[src/rtl/uart_tx_sequencer_pkg.sv]
// Shared definitions for the UART transmit sequencer.
// - UART register byte offsets (STAT, CTRL, DATA) relative to the UART base address.
// - Bit index of the transmitter-busy flag inside STAT.
// - 3-bit state encoding of the sequencer FSM.
package uart_tx_sequencer_pkg;

  localparam logic [7:0] UART_STAT = 8'h00;
  localparam logic [7:0] UART_CTRL = 8'h08;
  localparam logic [7:0] UART_DATA = 8'h10;

  localparam int unsigned STAT_BUSY_BIT = 0;

  typedef enum logic [2:0] {
    StIdle   = 3'd0,
    StRdStat = 3'd1,
    StGapRd  = 3'd2,
    StWrData = 3'd3,
    StGapWr  = 3'd4
  } seq_state_e;

endpackage

[src/rtl/uart_tx_sequencer_sync_fifo.sv]
// Synchronous FIFO with an extra pointer bit to tell full from empty.
// Ports:
//   clk_i, rst_n_i : clock, synchronous active-low reset (empties the FIFO)
//   push, din      : write request and data (accepted when not full, or when popping)
//   pop, dout      : read request and head-of-queue data (pop ignored when empty)
//   full, empty    : status flags
module uart_tx_sequencer_sync_fifo #(
  parameter int unsigned WIDTH = 8,
  parameter int unsigned DEPTH = 8
) (
  input  logic             clk_i,
  input  logic             rst_n_i,
  input  logic             push,
  input  logic             pop,
  input  logic [WIDTH-1:0] din,
  output logic [WIDTH-1:0] dout,
  output logic             full,
  output logic             empty
);

  localparam int unsigned AW = $clog2(DEPTH);
  localparam logic [AW:0] PtrOne = (AW + 1)'(1);

  logic [WIDTH-1:0] mem [DEPTH];
  logic [AW:0]      wr_ptr_q;
  logic [AW:0]      rd_ptr_q;
  logic             do_push;
  logic             do_pop;

  assign empty   = (wr_ptr_q == rd_ptr_q);
  assign full    = (wr_ptr_q[AW] != rd_ptr_q[AW]) &&
                   (wr_ptr_q[AW-1:0] == rd_ptr_q[AW-1:0]);
  assign do_pop  = pop && !empty;
  // A pop in the same cycle frees the slot, so a push into a full FIFO is still legal.
  assign do_push = push && (!full || do_pop);
  assign dout    = mem[rd_ptr_q[AW-1:0]];

  always_ff @(posedge clk_i) begin
    if (!rst_n_i) begin
      wr_ptr_q <= '0;
      rd_ptr_q <= '0;
    end else begin
      if (do_push) wr_ptr_q <= wr_ptr_q + PtrOne;
      if (do_pop)  rd_ptr_q <= rd_ptr_q + PtrOne;
    end
  end

  always_ff @(posedge clk_i) begin
    if (do_push) mem[wr_ptr_q[AW-1:0]] <= din;
  end

endmodule

[src/rtl/uart_tx_sequencer.sv]
// Wishbone master sharing the UART transmit path between NUM_REQ byte requesters.
// A round-robin arbiter admits at most one byte per cycle into a FIFO; the FSM polls UART STAT
// and writes UART DATA only while the transmitter is idle, so no byte is silently dropped.
// Optional feature macro: UART_SEQ_CRLF_EN (each 8'h0A is preceded by a write of 8'h0D).
// Ports:
//   clk_i, rst_n_i          : clock, synchronous active-low reset
//   req_valid_i/req_data_i  : per-requester byte streams (requester k on bits [8k+7:8k])
//   req_ready_o             : one-hot grant; byte moves when valid & ready
//   wb_*                    : Wishbone master (registered controls, address, write data)
//   busy_o                  : FIFO non-empty or FSM not idle
//   err_o                   : sticky bus error / ack timeout flag, cleared only by reset
module uart_tx_sequencer
  import uart_tx_sequencer_pkg::*;
#(
  parameter int unsigned NUM_REQ     = 2,
  parameter int unsigned FIFO_DEPTH  = 8,
  parameter logic [63:0] UART_BASE   = 64'h0,
  parameter int unsigned ACK_TIMEOUT = 255,
  parameter int unsigned ADR_WIDTH   = 64,
  parameter int unsigned DAT_WIDTH   = 64
) (
  input  logic                 clk_i,
  input  logic                 rst_n_i,
  input  logic [NUM_REQ-1:0]   req_valid_i,
  input  logic [8*NUM_REQ-1:0] req_data_i,
  output logic [NUM_REQ-1:0]   req_ready_o,
  output logic                 wb_cyc_o,
  output logic                 wb_stb_o,
  output logic                 wb_we_o,
  output logic [ADR_WIDTH-1:0] wb_adr_o,
  output logic [DAT_WIDTH-1:0] wb_dat_o,
  input  logic [DAT_WIDTH-1:0] wb_dat_i,
  input  logic                 wb_ack_i,
  input  logic                 wb_err_i,
  output logic                 busy_o,
  output logic                 err_o
);

  localparam int unsigned PtrW = (NUM_REQ > 1) ? $clog2(NUM_REQ) : 1;
  localparam int unsigned TmoW = $clog2(ACK_TIMEOUT + 1);
  // Counter value on the last cycle a phase may wait; the phase is abandoned at that edge.
  localparam logic [TmoW-1:0] TmoLast = TmoW'(ACK_TIMEOUT - 1);
  localparam logic [ADR_WIDTH-1:0] AdrStat = ADR_WIDTH'(UART_BASE + 64'(UART_STAT));
  localparam logic [ADR_WIDTH-1:0] AdrData = ADR_WIDTH'(UART_BASE + 64'(UART_DATA));

  logic [PtrW-1:0]    rr_ptr_q;
  logic [PtrW-1:0]    grant_idx;
  logic [NUM_REQ-1:0] grant;
  logic [7:0]         push_data;
  logic [7:0]         fifo_head;
  logic [7:0]         wr_byte;
  logic               fifo_push;
  logic               fifo_pop;
  logic               fifo_full;
  logic               fifo_empty;
  seq_state_e         state_q;
  logic               uart_busy_q;
  logic [TmoW-1:0]    tmo_q;
  logic               err_q;
  logic               in_phase;
  logic               bus_fail;
  logic               cr_pending;
  logic               unused_dat;

  assign unused_dat = ^wb_dat_i;

  // Round-robin: first valid requester at or after the pointer, none while full or in reset.
  always_comb begin : arb
    int   idx;
    logic found;
    idx       = 0;
    found     = 1'b0;
    grant     = '0;
    grant_idx = '0;
    push_data = '0;
    for (int i = 0; i < int'(NUM_REQ); i++) begin
      idx = int'(rr_ptr_q) + i;
      if (idx >= int'(NUM_REQ)) idx = idx - int'(NUM_REQ);
      if (!found && req_valid_i[idx] && !fifo_full && rst_n_i) begin
        found      = 1'b1;
        grant[idx] = 1'b1;
        grant_idx  = PtrW'(idx);
        push_data  = req_data_i[8*idx +: 8];
      end
    end
  end

  assign req_ready_o = grant;
  assign fifo_push   = |grant;

  always_ff @(posedge clk_i) begin
    if (!rst_n_i) begin
      rr_ptr_q <= '0;
    end else if (fifo_push) begin
      rr_ptr_q <= (grant_idx == PtrW'(NUM_REQ - 1)) ? '0 : grant_idx + PtrW'(1);
    end
  end

  uart_tx_sequencer_sync_fifo #(
    .WIDTH (8),
    .DEPTH (FIFO_DEPTH)
  ) u_fifo (
    .clk_i   (clk_i),
    .rst_n_i (rst_n_i),
    .push    (fifo_push),
    .pop     (fifo_pop),
    .din     (push_data),
    .dout    (fifo_head),
    .full    (fifo_full),
    .empty   (fifo_empty)
  );

`ifdef UART_SEQ_CRLF_EN
  logic cr_sent_q;

  // An LF at the head whose CR has not yet gone out is written as CR first, without popping.
  assign cr_pending = (fifo_head == 8'h0A) && !cr_sent_q;

  always_ff @(posedge clk_i) begin
    if (!rst_n_i) begin
      cr_sent_q <= 1'b0;
    end else if (fifo_pop) begin
      cr_sent_q <= 1'b0;
    end else if (state_q == StWrData && wb_ack_i && cr_pending) begin
      cr_sent_q <= 1'b1;
    end
  end
`else
  assign cr_pending = 1'b0;
`endif

  assign wr_byte  = cr_pending ? 8'h0D : fifo_head;
  assign in_phase = (state_q == StRdStat) || (state_q == StWrData);
  // An ack on the final cycle still wins over the timeout.
  assign bus_fail = in_phase && (wb_err_i || (tmo_q == TmoLast && !wb_ack_i));
  // Errors discard the head byte (and with it any half-sent CR/LF pair).
  assign fifo_pop = bus_fail || (state_q == StWrData && wb_ack_i && !cr_pending);
  assign busy_o   = !fifo_empty || (state_q != StIdle);
  assign err_o    = err_q;

  always_ff @(posedge clk_i) begin
    if (!rst_n_i) begin
      state_q     <= StIdle;
      wb_cyc_o    <= 1'b0;
      wb_stb_o    <= 1'b0;
      wb_we_o     <= 1'b0;
      wb_adr_o    <= '0;
      wb_dat_o    <= '0;
      uart_busy_q <= 1'b0;
      tmo_q       <= '0;
      err_q       <= 1'b0;
    end else begin
      unique case (state_q)
        StIdle: begin
          if (!fifo_empty) begin
            state_q  <= StRdStat;
            wb_cyc_o <= 1'b1;
            wb_stb_o <= 1'b1;
            wb_we_o  <= 1'b0;
            wb_adr_o <= AdrStat;
            tmo_q    <= '0;
          end
        end
        StRdStat, StWrData: begin
          if (bus_fail || wb_ack_i) begin
            wb_cyc_o <= 1'b0;
            wb_stb_o <= 1'b0;
            wb_we_o  <= 1'b0;
            if (bus_fail) begin
              err_q   <= 1'b1;
              state_q <= StGapWr;
            end else if (state_q == StRdStat) begin
              uart_busy_q <= wb_dat_i[STAT_BUSY_BIT];
              state_q     <= StGapRd;
            end else begin
              state_q <= StGapWr;
            end
          end else begin
            tmo_q <= tmo_q + TmoW'(1);
          end
        end
        // Strobe stays low here for one cycle so the slave can re-arm.
        StGapRd: begin
          wb_cyc_o <= 1'b1;
          wb_stb_o <= 1'b1;
          tmo_q    <= '0;
          if (uart_busy_q) begin
            state_q  <= StRdStat;
            wb_we_o  <= 1'b0;
            wb_adr_o <= AdrStat;
          end else begin
            state_q  <= StWrData;
            wb_we_o  <= 1'b1;
            wb_adr_o <= AdrData;
            wb_dat_o <= DAT_WIDTH'(wr_byte);
          end
        end
        StGapWr: begin
          state_q <= StIdle;
        end
        default: begin
          state_q <= StIdle;
        end
      endcase
    end
  end

endmodule

[config.mk]
export PLATFORM = sky130hd
export DESIGN_NAME = uart_tx_sequencer
export DESIGN_NICKNAME = d
export VERILOG_FILES = /design/src/rtl/uart_tx_sequencer_pkg.sv /design/src/rtl/uart_tx_sequencer_sync_fifo.sv /design/src/rtl/uart_tx_sequencer.sv
export SDC_FILE = /design/constraint.sdc
export NUM_CORES = 1
export LEC_CHECK = 0
export ABC_AREA = 1
export CAP_MARGIN = 15
export CORE_ASPECT_RATIO = 2
export CORE_UTILIZATION = 39
export DETAILED_ROUTE_END_ITERATION = 16
export GPL_TIMING_DRIVEN = 1
export PLACE_DENSITY = 0.77
export SYNTH_ARGS = -nofsm -noshare
export SYNTH_HDL_FRONTEND = slang
export SYNTH_HIERARCHICAL = 1
export SYNTH_SLANG_ARGS = --single-unit
[constraint.sdc]
create_clock -name clk_i -period 2.4 [get_ports clk_i]
set_clock_uncertainty 0.2 [all_clocks]
set_input_delay 0.24 -clock clk_i [delete_from_list [all_inputs] [get_ports clk_i]]
set_output_delay 0.24 -clock clk_i [all_outputs]
set_load 0.05 [all_outputs]
Word level (Yosys, flattened, before mapping) --
Memories as Yosys holds them, arrays and structs flattened. A register that Yosys moved wholly into a read port is not among the register bits. Index checks and enable logic that the tools add are counted.
Storage, ports and cells: register bits 88, latch bits 0, memory bits (writable) 64, memory bits (read-only) 0, bits of input ports 86, output and inout port bits 135, logic and storage cells 116, memories kept 1
Cells by class: $add $sub $neg 7, multiply operators 0, divide/modulo/power cells 0, $lt $le $gt $ge 6, equal/unequal tests 10, shift-type cells 2, multiplexer cells 40, bitwise gates (word level) 3, reduce and logical (&&, ||, !) cells 37
Memories:
- u_fifo.mem | depth 8, bits a word 8, read ports 1, clocked after memory_dff 1, write ports 1, RTL line uart_tx_sequencer_sync_fifo.sv:24 | logic [WIDTH-1:0] mem [DEPTH];
Operator list (count):
- case mux 64 bit (2 select lines) | 1
- >= comparator 32 x 1 -> 1 bit, second input constant | 2
- < comparator 32 x 3 -> 1 bit, second input constant | 2
- 2-to-1 mux 32 bit | 2
- 2-to-1 mux 64 bit | 1
- variable part select 16 x 32 -> 8 bit | 2
- 2-to-1 mux 8 bit | 4
- case mux 8 bit (3 select lines) | 1
- 2-to-1 mux 1 bit | 18
- logical AND 1 bit | 13
- 2-to-1 mux 3 bit | 4
- case mux 3 bit (3 select lines) | 1
- AND reduction 3 bit | 3
- adder 4 x 1 -> 4 bit, second input constant | 2
- adder 8 x 1 -> 8 bit, second input constant | 1
- == test 8 bit, second input constant | 1
- == test 3 x 2 -> 1 bit, second input constant | 2
- logical OR 1 bit | 6
- 2-to-1 mux 2 bit | 3
- inequality test 2 bit, second input constant | 3
- case mux 1 bit (3 select lines) | 2
- AND reduction 2 bit | 3
- nonzero test 3 bit | 2
- zero test 1 bit | 5
- 18 further kinds | 21

Longest topological paths before layout --
Gate-level depths: netlist of run 1.
depth in word-level cells 17, mapped depth 14, mapped depth without buffers 14

Modules after synthesis --
The synthesis of run 1 kept the hierarchy.
Modules (own cells, without submodules):
- uart_tx_sequencer_sync_fifo | instances 1, cells an instance 267, area an instance 3111.7 µm², sequential area each 2142.1 µm²
- uart_tx_sequencer | instances 1, cells an instance 319, area an instance 2237.1 µm², sequential area each 500.5 µm²

Least setup slack after synthesis of run 1 --
OpenSTA, ideal clock, no wires.
path type register to register, start register tmo_q[0], end memory u_fifo.mem[0][0] (enable), library setup time 0.370 ns, data arrival time 1.985 ns, data required time 1.830 ns, slack -0.155 ns, stages on the path, launching flop included 13, path buffers 0, clock period less this slack 2.555 ns, path through dfxtp_1 inv_1 ha_1 nand2_1 nor2_1 nand2_1 nand2_1 o21ai_0 nor2_1 inv_1 nand4_4 nand3_2 nor2_1
Between the ends: longest elaborated chain between the ends 10
RTL lines:
- start, declared | RTL line uart_tx_sequencer.sv:58 | logic [TmoW-1:0] tmo_q;
- start signal, assigned | RTL line uart_tx_sequencer.sv:179 | tmo_q <= tmo_q + TmoW'(1);
- == test 8 bit | RTL line uart_tx_sequencer.sv:135 | assign bus_fail = in_phase && (wb_err_i || (tmo_q == TmoLast && !wb_ack_i));
- logical AND 1 bit | RTL line uart_tx_sequencer.sv:135
- logical OR 1 bit | RTL line uart_tx_sequencer.sv:135
- logical AND 1 bit | RTL line uart_tx_sequencer.sv:135
- logical OR 1 bit | RTL line uart_tx_sequencer.sv:137 | assign fifo_pop = bus_fail || (state_q == StWrData && wb_ack_i && !cr_pending);
- net fifo_pop | RTL line uart_tx_sequencer.sv:53 | logic fifo_pop;
- logical AND 1 bit | RTL line uart_tx_sequencer_sync_fifo.sv:33 | assign do_pop = pop && !empty;
- logical OR 1 bit | RTL line uart_tx_sequencer_sync_fifo.sv:35 | assign do_push = push && (!full || do_pop);
- logical AND 1 bit | RTL line uart_tx_sequencer_sync_fifo.sv:35
- 2-to-1 mux 1 bit | RTL line uart_tx_sequencer_sync_fifo.sv:49 | if (do_push) mem[wr_ptr_q[AW-1:0]] <= din;
- 2-to-1 mux 1 bit (implied by the code) | RTL line uart_tx_sequencer_sync_fifo.sv:49
- end, declared | RTL line uart_tx_sequencer_sync_fifo.sv:24
The timed path passes the listed nets, and every way through them passes these cells.

Final worst setup path of run 1 --
start register tmo_q[0], end memory u_fifo.mem[0][7] (enable)
The elaborated chain is that of the path after synthesis.

==> results of run 1 <==
final timing paths:
kind	to	slack [ns]	depth (start not counted)
worst max-delay path	u_fifo/mem[0][7]	0.13	13
worst min-delay path	wb_adr_o[4]	0.27	2
worst max register to register	u_fifo/mem[0][7]	0.13	13
worst min register to register	wb_adr_o[4]	0.27	2
final cells by class:
cell class              instances  share of cell area [%]
flip-flops and latches        100                    42.5
clock inverters                 7                    1.26
repair buffers                 82                    12.5
multi-input cells             433                    34.7
clock buffers                   9                    3.61
inverters                      38                    2.33
well taps                     155                    3.11
worst reg2reg max path: cells and delay by family (launching register included):
family	cells	cell delay, ns
and+or+nand+nor	9	0.96
DFF	1	0.32
buffers and inverters	3	0.27
adders and majority gates	1	0.17
metrics by stage:
step	area, um2	setup WS [ns]	cells	setup TNS (ns)
after global routing	6230	-0.0137	824	-0.0576
final	6230	0.134	824	0
after CTS	6120	0.0104	819	0
after global placement	5810	-0.126	802	-6.38
after floorplan	5850	0.00433	704	0
after detailed placement	5810	-0.146	802	-7.95
power by group through the flow:
| stage | sequential [W] | clock, W | combinational [W] |
|---|---|---|---|
| 6_report | 0.00201 | 0.00141 | 0.00159 |
| 5_1_grt | 0.00203 | 0.00150 | 0.00172 |
| 4_1_cts | 0.00201 | 0.00145 | 0.00156 |
| 3_5_place_dp | 0.00205 | 0 | 0.00155 |
| 3_3_place_gp | 0.00205 | 0 | 0.00154 |
| 2_1_floorplan | 0.00215 | 0 | 0.00122 |
sequential cells by signal (all words and copies together), names as in the netlist, named ones only:
signal,cells
uart_busy_q,1
wb_stb_o,1
wb_we_o,1
tmo_q,8
u_fifo/rd_ptr_q,4
u_fifo/wr_ptr_q,4
wb_dat_o,8
u_fifo/mem,64
err_o,1
state_q,3
wb_adr_o,1
Yosys cell counts, drive strengths merged, types with 3 or more instances:
master,number
a21oi,17
a22o,8
buf,125
clkbuf,8
dfxtp,36
edfxtp,64
ha,4
inv,38
nand2,88
nand3,24
nand4,3
nor2,111
nor3,3
o21ai,29
o32ai,16
xor2,3
cells by family after synthesis:
family	count (synthesis)	share of synthesized area, %
other	1	0.0701
AOI/OAI and AO/OA	73	8.82
DFF	100	49.4
buffers and inverters	171	20.6
xor gates and xnor gates	5	1.10
and+or+nand+nor	232	19.0
adders and majority gates	4	0.936
what timing repair did:
| item | 4_1_cts | 5_1_grt |
|---|---|---|
| endpoints found under the setup margin | 12 | 130 |
| resized for setup | 1 | 25 |
| buffers inserted | 1 | 5 |
| pin swaps | 0 | 7 |
| cloned | 0 | 0 |
metal layers:
layer / vias up / track usage, % / part of all wire (%)
met5: - / 0 / 0
met4: 0 / 7.44 / 2.2
met3: 16 / 2.32 / 5.0
met2: 168 / 25.7 / 57
met1: 1709 / 12.8 / 36
li1: 1860 / - / -
==> results.toml, run 1 <==
[yosys]
synth.avg_cell_area_um2 = 9.13
synth_warnings = 6
synth_ff_type = "edfxtp_1"
ys_ff_latch = 100
synth_edf_count = 64
seq_area_frac_synth_pct = 49.4
syn_inst = 586
synth_top_area_share_pct = 35.9
synthArstFlopShare_pct = 0
synthTopCellsByArea = "edfxtp_1 (36%), buf_4 (17%), dfxtp_1 (13%)"
synth_cell_types = 36
syn_area_mm2 = 0.00535
synth_top_area_cell = "edfxtp_1"

[floorplan]
die_h_um = 168
rows = 60
io_pins = 221
initial_core_util_pct = 39.8
die_area_mm2 = 0.0142
die_w_um = 84.8
coreArea_mm2 = 0.0134

[pwr]
power_leakage_nw = 2.59
pwr-share-clk_pct = 28.2
pwr_density_cell_mw_per_mm2 = 805
power_switching_w = 0.00188
internal-power_w = 0.00314
p_sw_share_pct = 37.4
seqPwrFrac_pct = 40.1
p_comb_share_pct = 31.6
ir_worst_vdd_mv = 0.408
p_total_w = 0.00502

[clocking]
clk_pin_slew_ns = 0.07
clk_path_buf_depth = 2
cts_tree = "built"
cts_made_buffers = 9
cts_max_level = 3
clkSinkCount = 100
clockRootBuffer = "clkbuf_16"
clkLatencyLatePin_ns = 0.35
cts_hold_buf = 0

[setup_path]
crit_type = "reg -> reg"
worst-endpoint-arrival_ns = 2.08
max_stage_delay_ns = 0.32
cp_top_family = "simple AND/OR/NAND/NOR gates"
crit_slowest_cell = "dfxtp_1"
critPathBufInv = 3
critPathMaxFanout = 8
crit_path_cell_trace = "inv_1 -> ha_2 -> nand2_1 -> nor2_1 -> nand2_1 -> nand2_2 -> nor2_2 -> nor2_4 -> inv_2 -> nand4_4 -> nand3_4 -> buf_12 -> nor2_4"
end_kind = "register"
crit_path_start_kind = "register"
cp.required_ns = 2.22
crit_start = "tmo_q[0]"
regToRegStartpoint = "tmo_q[0]"

[sta]
drv_slew = 0
clock.fmax_mhz = 441
worst_pin_slew_ns = 0.515
min_period_ns = 2.27
setup_viol = 0
fin_crit_sh_pct = 94.4
relSlewSlack_pct = 65.6
whs_ns = 0.270
hold_viol = 0

[finish]
multiInputGateArea_mm2 = 0.00216
regArea_mm2 = 0.00265
drive_gt1_share_pct = 17.3
layout_commonest_cell = "conb_1"
fillers = 1251
area_growth_pct = 16.5
num_antenna_cells = 0
most-common-layout-cells = "conb_1 (119), nor2_1 (96), nand2_1 (80), edfxtp_1 (64), buf_4 (39)"
final_util_pct = 46.4
layout.nets = 754

[global_route]
grt_first_pass_wirelength_um = 14700
grt_pass1_vias = 3323
grtUsageTotal_pct = 13.2
grt-ovfl-total = 0
antenna_found_initial = 0
grt_max_degree = 33

[drt]
drt_iter0_markers = 187
vias_per_cell = 4.55
ant_nets = 0
wl_um = 9380
vias = 3753
drc = 13
wl_per_cell_um = 11.4
first_pass_iters = 12

[placed_design]
portBuffers = 38
place_congestion = 0.806
dp_hpwl_um = 6950

[run]
cap_violations = 0

[status]
outcome = "finished, violations left"
violations = "design-rule violations"

[worst_hold_path]
hp-start = "wb_adr_o[4]"
hold_class = "reg -> reg"
Power figures use the tool's default switching activity.
==> inputs of run 2 (changes only) <==
- CORE_MARGIN: not set -> 2
==> run 2 against run 1 <==
The run now ends clean. Global-route usage fell by 0.50 points. Clock power is 5% higher. Routed wire length decreased by 0.95%. Core utilization is 0.38 points lower. Design area down 0.82%. Fmax fell by 0.50%. Non-clock buffer count shrank 6. Critical path depth stayed put. Count of clock-buffer cells in the layout unchanged. Final cell count down 0.73%. Sequential cell count is the same. Critical path type unchanged. Largest power group unchanged.
==> results.toml, run 2 (synthesis gave the netlist of run 1 again) <==
[pwr]
power_switching_w = 0.00185
p_comb_share_pct = 30.9
pwr_density_cell_mw_per_mm2 = 820
pwr-share-clk_pct = 29.2
p_sw_share_pct = 36.4
p_total_w = 0.00507
seqPwrFrac_pct = 39.9
power_leakage_nw = 2.57
internal-power_w = 0.00322
ir_worst_vdd_mv = 0.376

[floorplan]
coreArea_mm2 = 0.0134
initial_core_util_pct = 39.8
die_h_um = 170
io_pins = 221
rows = 60
die_area_mm2 = 0.0147
die_w_um = 86.8

[setup_path]
crit_type = "reg -> reg"
cp.required_ns = 2.23
crit_path_cell_trace = "inv_2 -> ha_4 -> nand2_1 -> nor2_1 -> nand2_1 -> nand2_2 -> nor2_2 -> nor2_4 -> inv_2 -> nand4_4 -> nand3_4 -> buf_12 -> nor2_4"
cp_top_family = "simple AND/OR/NAND/NOR gates"
critPathBufInv = 3
crit_slowest_cell = "dfxtp_2"
end_kind = "register"
worst-endpoint-arrival_ns = 2.10
crit_path_start_kind = "register"
max_stage_delay_ns = 0.33
critPathMaxFanout = 8

[finish]
num_antenna_cells = 0
area_growth_pct = 15.6
multiInputGateArea_mm2 = 0.00214
layout_commonest_cell = "conb_1"
most-common-layout-cells = "conb_1 (119), nor2_1 (101), nand2_1 (79), edfxtp_1 (64), clkdlybuf4s50_1 (35)"
final_util_pct = 46.0
layout.nets = 748
largest_reg_flops = 64
regArea_mm2 = 0.00266
fillers = 1227
drive_gt1_share_pct = 16.1

[placed_design]
portBuffers = 38
dp_hpwl_um = 7080
place_congestion = 0.853

[drt]
ant_nets = 0
wl_per_cell_um = 11.4
first_pass_iters = 4
vias_per_cell = 4.46
drt_iter0_markers = 135
drc = 0
vias = 3647
wl_um = 9290

[global_route]
grtUsageTotal_pct = 12.7
grt-ovfl-total = 0
antenna_found_initial = 0
grt_max_degree = 33
grt_first_pass_wirelength_um = 14500
grt_pass1_vias = 3320

[clocking]
cts_made_buffers = 9
clk_path_buf_depth = 2
cts_max_level = 3
clk_pin_slew_ns = 0.07
clockRootBuffer = "clkbuf_16"
cts_tree = "built"
clkLatencyLatePin_ns = 0.35
clkSinkCount = 100

[worst_hold_path]
hold_class = "reg -> reg"

[sta]
worst_pin_slew_ns = 0.515
min_period_ns = 2.28
relSlewSlack_pct = 65.5
clock.fmax_mhz = 439
hold_viol = 0
setup_viol = 0
drv_slew = 0
rsz0062_at_grt = "true"
fin_crit_sh_pct = 94.9

[status]
outcome = "finished clean"

[run]
cap_violations = 0
## run 2: cell count changes in the layout (fill, tap and decap cells not counted), sizes merged
cell    delta
bufinv     +1
inv        +1
clkinv     -2
buf        -6
## run 2: through the flow
| step | hold WS [ns] | instances | setup WS, ns | instance area (um2) | TNS (ns) |
|---|---|---|---|---|---|
| final | 0.266 | 818 | 0.123 | 6180 | 0 |
| after global routing | 0.287 | 818 | -0.0239 | 6180 | -0.0688 |
| after CTS | 0.269 | 816 | 0.0209 | 6120 | 0 |
| after detailed placement | 0.258 | 798 | -0.229 | 5790 | -10.74 |
| after global placement | 0.252 | 798 | -0.196 | 5790 | -9.16 |
| after floorplan | 0.160 | 704 | 0.00433 | 5850 | 0 |
## run 2: what timing repair did
| item | CTS | global route |
|---|---|---|
| hold buffers | 0 | 0 |
| gates resized for setup | 0 | 20 |
| buffers inserted | 2 | 2 |
| pin swaps | 0 | 7 |
| endpoints found under the setup margin | 1 | 130 |
## run 2: path summary, 6_finish.rpt
kind	startpoint	end	slack (ns)	cells past startpoint
worst min register to register	wb_we_o	wb_we_o	0.27	2
worst min-delay path	wb_we_o	wb_we_o	0.27	2
worst max register to register	tmo_q[0]	u_fifo/mem[2][6]	0.12	13
worst max-delay path	tmo_q[0]	u_fifo/mem[2][6]	0.12	13
## run 2: routing by layer
metal / wire length, um / share of wire [%] / GRT usage (%) / vias up
met5: 0 / 0 / 0 / -
li1: - / - / - / 1847
met2: 5350 / 58 / 25.1 / 147
met1: 3120 / 34 / 11.1 / 1633
met4: 284 / 3.1 / 7.13 / 0
met3: 540 / 5.8 / 2.97 / 20
## run 2: power groups by stage
| stage | sequential (W) | combinational [W] | clock [W] |
|---|---|---|---|
| 3_5_place_dp | 0.00205 | 0.00154 | 0 |
| 6_report | 0.00202 | 0.00157 | 0.00148 |
| 5_1_grt | 0.00203 | 0.00170 | 0.00160 |
| 2_1_floorplan | 0.00215 | 0.00122 | 0 |
| 3_3_place_gp | 0.00205 | 0.00152 | 0 |
| 4_1_cts | 0.00202 | 0.00155 | 0.00151 |
## run 2: tightest hold or removal path, stage by stage, from the launching register on
cell	delay [ns]
dfxtp_1	0.31
nand2_1	0.06
a21oi_1	0.05
## run 2: cell type report
class                      instances  share of cell area (%)
sequential                       100                    43.0
timing repair buffer              76                    11.9
tap                              155                    3.14
inverter                          38                    2.35
multi-input combinational        433                    34.6
clock buffer                       9                    3.64
clock inverter                     7                    1.42
